$ cat config.mk
export PLATFORM = sky130hd
export DESIGN_NAME = load_store_unit
export DESIGN_NICKNAME = d
export VERILOG_FILES = /design/src/rtl/load_store_unit.sv
export SDC_FILE = /design/constraint.sdc
export NUM_CORES = 1
export LEC_CHECK = 0
export ABC_AREA = 0
export BUFFER_PORTS_ARGS = -buffer_cell sky130_fd_sc_hd__buf_4
export CAP_MARGIN = 25
export CORE_ASPECT_RATIO = 1.5
export CORE_MARGIN = 10
export CORE_UTILIZATION = 35
export DETAILED_ROUTE_END_ITERATION = 10
export GPL_TIMING_DRIVEN = 1
export PLACE_DENSITY = 0.56
export SYNTH_ARGS = -nofsm -noshare
export SYNTH_HDL_FRONTEND = slang
export SYNTH_SLANG_ARGS = --single-unit
$ cat constraint.sdc
create_clock -name clk -period 1.87 [get_ports clk]
set_input_delay 0.374 -clock clk [delete_from_list [all_inputs] [get_ports clk]]
set_output_delay 0.374 -clock clk [all_outputs]
set_load 0.01 [all_outputs]
$ cat src/rtl/load_store_unit.sv
`default_nettype none
// ============================================================================
// load_store_unit: one-at-a-time load/store initiator for a 64-bit data
// memory. Extracts and extends load lanes; read-modify-writes sub-dword stores.
// Revision: 1.0
// ============================================================================
module load_store_unit #(
  parameter int ADDR_BITS = 11
) (
  input  logic        clk,
  input  logic        rst_n,
  input  logic        req_valid,
  output logic        req_ready,
  input  logic        req_is_store,
  input  logic [2:0]  req_funct3,
  input  logic [63:0] req_addr,
  input  logic [63:0] req_wdata,
  output logic        resp_valid,
  output logic [63:0] resp_rdata,
  output logic        resp_err,
  output logic        MemRead,
  output logic        MemWrite,
  output logic [63:0] address,
  output logic [63:0] write_data,
  input  logic [63:0] read_data
);

  localparam logic [2:0] S_IDLE   = 3'd0;
  localparam logic [2:0] S_LOAD   = 3'd1;
  localparam logic [2:0] S_RMW_RD = 3'd2;
  localparam logic [2:0] S_WRITE  = 3'd3;
  localparam logic [2:0] S_RESP   = 3'd4;

  logic [2:0]  r_state;
  logic [2:0]  r_funct3;
  logic [63:0] r_addr;
  logic [63:0] r_wdata;
  logic [63:0] r_merge;
  logic [63:0] r_rdata;
  logic        r_err;

  logic        w_misalign;
  logic        w_range_err;
  logic        w_fault;
  logic [5:0]  w_bit_off;
  logic [63:0] w_lane_sh;
  logic [63:0] w_load_ext;
  logic [63:0] w_size_mask;
  logic [63:0] w_mask;
  logic [63:0] w_wdata_sh;
  logic [63:0] w_merged;
  logic        w_mem_rd;
  logic        w_mem_wr;

  always_comb begin
    w_misalign = 1'b0;
    case (req_funct3[1:0])
      2'b01:   w_misalign = req_addr[0];
      2'b10:   w_misalign = |req_addr[1:0];
      2'b11:   w_misalign = |req_addr[2:0];
      default: w_misalign = 1'b0;
    endcase
  end

  assign w_range_err = |(req_addr >> ADDR_BITS);
  assign w_fault     = w_misalign | (req_funct3 == 3'b111)
                     | (req_is_store & req_funct3[2]) | w_range_err;

  // Byte offset within the dword, scaled to a bit offset for lane shifting.
  assign w_bit_off = {r_addr[2:0], 3'b000};
  assign w_lane_sh = read_data >> w_bit_off;

  always_comb begin
    w_load_ext = w_lane_sh;
    case (r_funct3[1:0])
      2'b00:   w_load_ext = {{56{~r_funct3[2] & w_lane_sh[7]}},  w_lane_sh[7:0]};
      2'b01:   w_load_ext = {{48{~r_funct3[2] & w_lane_sh[15]}}, w_lane_sh[15:0]};
      2'b10:   w_load_ext = {{32{~r_funct3[2] & w_lane_sh[31]}}, w_lane_sh[31:0]};
      default: w_load_ext = w_lane_sh;
    endcase
  end

  always_comb begin
    w_size_mask = 64'hFFFF_FFFF_FFFF_FFFF;
    case (r_funct3[1:0])
      2'b00:   w_size_mask = 64'h0000_0000_0000_00FF;
      2'b01:   w_size_mask = 64'h0000_0000_0000_FFFF;
      2'b10:   w_size_mask = 64'h0000_0000_FFFF_FFFF;
      default: w_size_mask = 64'hFFFF_FFFF_FFFF_FFFF;
    endcase
  end

  assign w_mask     = w_size_mask << w_bit_off;
  assign w_wdata_sh = r_wdata << w_bit_off;
  assign w_merged   = (read_data & ~w_mask) | (w_wdata_sh & w_mask);

  always_ff @(posedge clk or negedge rst_n) begin
    if (!rst_n) begin
      r_state  <= S_IDLE;
      r_funct3 <= 3'b000;
      r_addr   <= 64'h0;
      r_wdata  <= 64'h0;
      r_merge  <= 64'h0;
      r_rdata  <= 64'h0;
      r_err    <= 1'b0;
    end else begin
      case (r_state)
        S_IDLE: begin
          if (req_valid) begin
            r_funct3 <= req_funct3;
            r_addr   <= req_addr;
            r_wdata  <= req_wdata;
            r_merge  <= 64'h0;
            r_rdata  <= 64'h0;
            r_err    <= w_fault;
            if (w_fault)
              r_state <= S_RESP;
            else if (!req_is_store)
              r_state <= S_LOAD;
            else if (req_funct3[1:0] == 2'b11)
              r_state <= S_WRITE;
            else
              r_state <= S_RMW_RD;
          end
        end
        S_LOAD: begin
          r_rdata <= w_load_ext;
          r_state <= S_RESP;
        end
        S_RMW_RD: begin
          r_merge <= w_merged;
          r_state <= S_WRITE;
        end
        S_WRITE: r_state <= S_RESP;
        S_RESP:  r_state <= S_IDLE;
        default: r_state <= S_IDLE;
      endcase
    end
  end

  assign w_mem_rd = (r_state == S_LOAD) | (r_state == S_RMW_RD);
  assign w_mem_wr = (r_state == S_WRITE);

  assign req_ready  = (r_state == S_IDLE);
  assign resp_valid = (r_state == S_RESP);
  assign resp_rdata = r_rdata;
  assign resp_err   = r_err;
  assign MemRead    = w_mem_rd;
  assign MemWrite   = w_mem_wr;
  assign address    = (w_mem_rd | w_mem_wr) ? {r_addr[63:3], 3'b000} : 64'h0;
  assign write_data = w_mem_wr ? ((r_funct3[1:0] == 2'b11) ? r_wdata : r_merge) : 64'h0;

endmodule
`default_nettype wire

==> impl_metrics.yaml <==
drt:
  drtIter0Drc: 1191
  drtAntennaViolNets: 0
  routed_wl_um: 76200
  vias_per_cell: 5.40
  vias: 16400
  routedWlPerCell_um: 25.1
  drc: 0
  first_pass_iters: 6
global_routing:
  grt_pass1_wl_um: 109000
  antenna_found_initial: 3
  grt_usage_pct: 27.2
  grt_start_max_net_pins: 79
  first_global_vias: 17100
  overflow: 0
timing:
  finalHoldViolations: 0
  skew_ns: 0.0180
  setup_tns_ns: -67.21
  max_freq_mhz: 439
  rsz0062_at_grt: "true"
  drv_slew: 0
  finalSetupViolations: 337
  min_period_ns: 2.28
  whs_ns: 0.0108
  slew_headroom_pct: 44.5
  final.setup.worst_slack_ns: -0.410
  min_period_over_period_pct: 122
  worst_pin_slew_ns: 0.832
setup_path:
  worst_ep_arrival_time_ns: 1.91
  crit_type: "register to primary output"
  crit_path_end_kind: "primary output"
  startpoint_type: "register"
  required_ns: 1.50
  cp_max_fo: 5
finish:
  design_area_um2: 24000
  final_util_pct: 54.9
  area_growth_pct: 55.9
  nets: 2629
  fin_cells: 3031
  layout-drive-gt1-share_pct: 38.7
placement:
  globalplace.congestion: 0.973
  dpl_cell_area_um2: 20500
  io_buffers: 392
  dp_cells: 2863
  dp_hpwl_um: 57500
synth:
  ys_warn_count: 0
  synthCells: 1803
  synth_top_area_cell: "dfrtp_1"
  synthFlopType: "dfrtp_1"
  syn_area_um2: 15400
  async_flop_share_pct: 100
  synth.top_cells.by_count: "656 x nand2_1, 263 x dfrtp_1, 128 x a21oi_1, 120 x mux2i_1, 102 x o21ai_0"
  synth_top_cell_area_share_pct: 42.8
  synth.area.top_cells: "dfrtp_1 43%, nand2_1 16%, mux2i_1 7.8%, mux4_2 4.4%, a21oi_1 4.2%"
  synth_edf_count: 0
  syn_avg_cell_area_um2: 8.52
  synth-seq-cells: 263
  synth.distinct_cells: 52
  yosysMostFrequentCell: "nand2_1"
  ys_seq_area_share_pct: 42.8
power_and_ir_drop:
  p_comb_share_pct: 30.8
  p_int_mw: 12.8
  switching_share_pct: 32.3
  ir_worst_vdd_v: 0.000636
  powerDensity_nw_per_um2: 790
  power.leakage_nw: 11.4
  power_switching_mw: 6.10
  pwr-share-clk_pct: 34.6
  p_seq_share_pct: 34.6
clock_tree:
  clock_latency_ns: 0.58
  cts_made_buffers: 28
  cts.reportedPaths.clkPinSlew_ns: 0.07
  cts_tree: "yes"
  numClockSinks: 263
  clockRootBuffer: "clkbuf_16"
  clk_path_buf_depth: 3
  htree_levels: 1
floorplanning:
  dieWidth_um: 191
  die_y_um: 277
  io_pins: 396
  rows: 94
  dieArea_um2: 52900
  core_region_area_um2: 43600
  start_util_pct: 35.2
status:
  violations: "negative setup slack"
  status: "finished with violations"
worst_hold_path:
  min_path_type: "input port to register"
run:
  cap_viol_max_count: 0
-- metrics by stage --
| step | total power, mW | setup WS [ns] |
|---|---|---|
| 2_1_floorplan | 8.99 | -0.0753 |
| 3_3_place_gp | 11.6 | -0.363 |
| 3_5_place_dp | 11.6 | -0.366 |
| 4_1_cts | 18.7 | -0.439 |
| 5_1_grt | 19.6 | -0.449 |
| 6_report | 18.9 | -0.410 |
-- power groups by stage --
| stage | sequential (mW) | clock (mW) | combinational, mW |
|---|---|---|---|
| finish | 6.55 | 6.55 | 5.82 |
| global route | 6.56 | 6.83 | 6.16 |
| CTS | 6.51 | 6.62 | 5.62 |
| detailed placement | 6.60 | 0 | 5.05 |
| global placement | 6.59 | 0 | 5.01 |
| floorplan | 6.38 | 0 | 2.61 |
-- layer usage --
layer,routed length (um),global-route usage (%),vias up
met5,0,0,-
met4,4650,14.7,0
met3,6120,6.40,203
met2,37800,46.0,767
met1,27600,30.8,8002
li1,-,-,7410
-- cells by family (layout without fill, tap and decap cells) --
logic type	count (synthesis)	after routing	share of synthesized area, %
simple gates	838	839	22.7
flops	263	263	42.8
buf+inv	153	799	4.98
mux	171	171	13.8
compound gates	377	377	15.7
other cells	1	6	0.0244
-- registers in the layout, summed over array words and instances (netlist names) --
register    count
r_state         3
resp_rdata     64
resp_err        1
r_wdata        64
r_addr         64
r_merge        64
r_funct3        3
-- path summary, 6_finish.rpt --
kind | startpoint | endpoint | slack, ns | cells after the start
hold / removal | req_addr[24] | r_addr[24] | 0.01 | 3
min in group asynchronous | rst_n | r_addr[27] | 0.31 | 2
setup / recovery | r_funct3[0] | write_data[5] | -0.41 | 7
setup reg to reg | r_addr[0] | resp_rdata[40] | -0.28 | 9
max in group asynchronous | rst_n | r_wdata[54] | 0.83 | 3
hold reg to reg | r_addr[60] | r_addr[60] | 0.47 | 2
-- timing repair --
| action | 4_1_cts | 5_1_grt |
|---|---|---|
| hold endpoints to repair | 117 | 0 |
| gates cloned | 5 | 9 |
| setup endpoints to repair | 244 | 348 |
| buffers inserted | 17 | 12 |
| hold buffers | 74 | 0 |
| pin swaps | 14 | 47 |
| gates resized for setup | 161 | 110 |
-- worst max-delay path, stage by stage, from the launching register on --
cell	delay (ns)
dfrtp_1	0.41
and2_4	0.24
buf_6	0.14
buf_12	0.13
buf_6	0.11
nand2_1	0.05
a21oi_1	0.12
buf_4	0.14
-- placed cells by master (no fill, tap or decap), types with 8 or more instances in the layout --
| cell type | n |
|---|---|
| nand2_4 | 15 |
| nor2b_1 | 10 |
| mux2_2 | 20 |
| a21oi_4 | 28 |
| o21ai_1 | 13 |
| mux2i_2 | 9 |
| nor3_1 | 11 |
| o21ai_2 | 34 |
| dlygate4sd3_1 | 74 |
| nor4_1 | 12 |
| clkbuf_8 | 8 |
| nand2_1 | 633 |
| a221o_1 | 24 |
| a21oi_2 | 37 |
| a211oi_1 | 9 |
| buf_6 | 51 |
| buf_12 | 34 |
| buf_4 | 564 |
| mux2i_1 | 107 |
| nand2_2 | 8 |
| and2_1 | 67 |
| o2bb2ai_1 | 22 |
| o21ai_0 | 91 |
| clkbuf_16 | 35 |
| mux4_2 | 30 |
| o22ai_1 | 8 |
| a2bb2oi_1 | 14 |
| dfrtp_1 | 257 |
| nor2_1 | 47 |
| a21oi_1 | 63 |
-- layout make-up --
cell class / instances / area, um^2
diodes: 3 / 7.51
flip-flops and latches: 263 / 6590
clock inverters: 12 / 224
repair buffers: 741 / 6640
multi-input cells: 1390 / 8900
inverters: 6 / 23.8
well taps: 576 / 721
fillers: 3982 / 19700
clock buffers: 40 / 847
No activity file was read; power rests on OpenSTA's default activity.
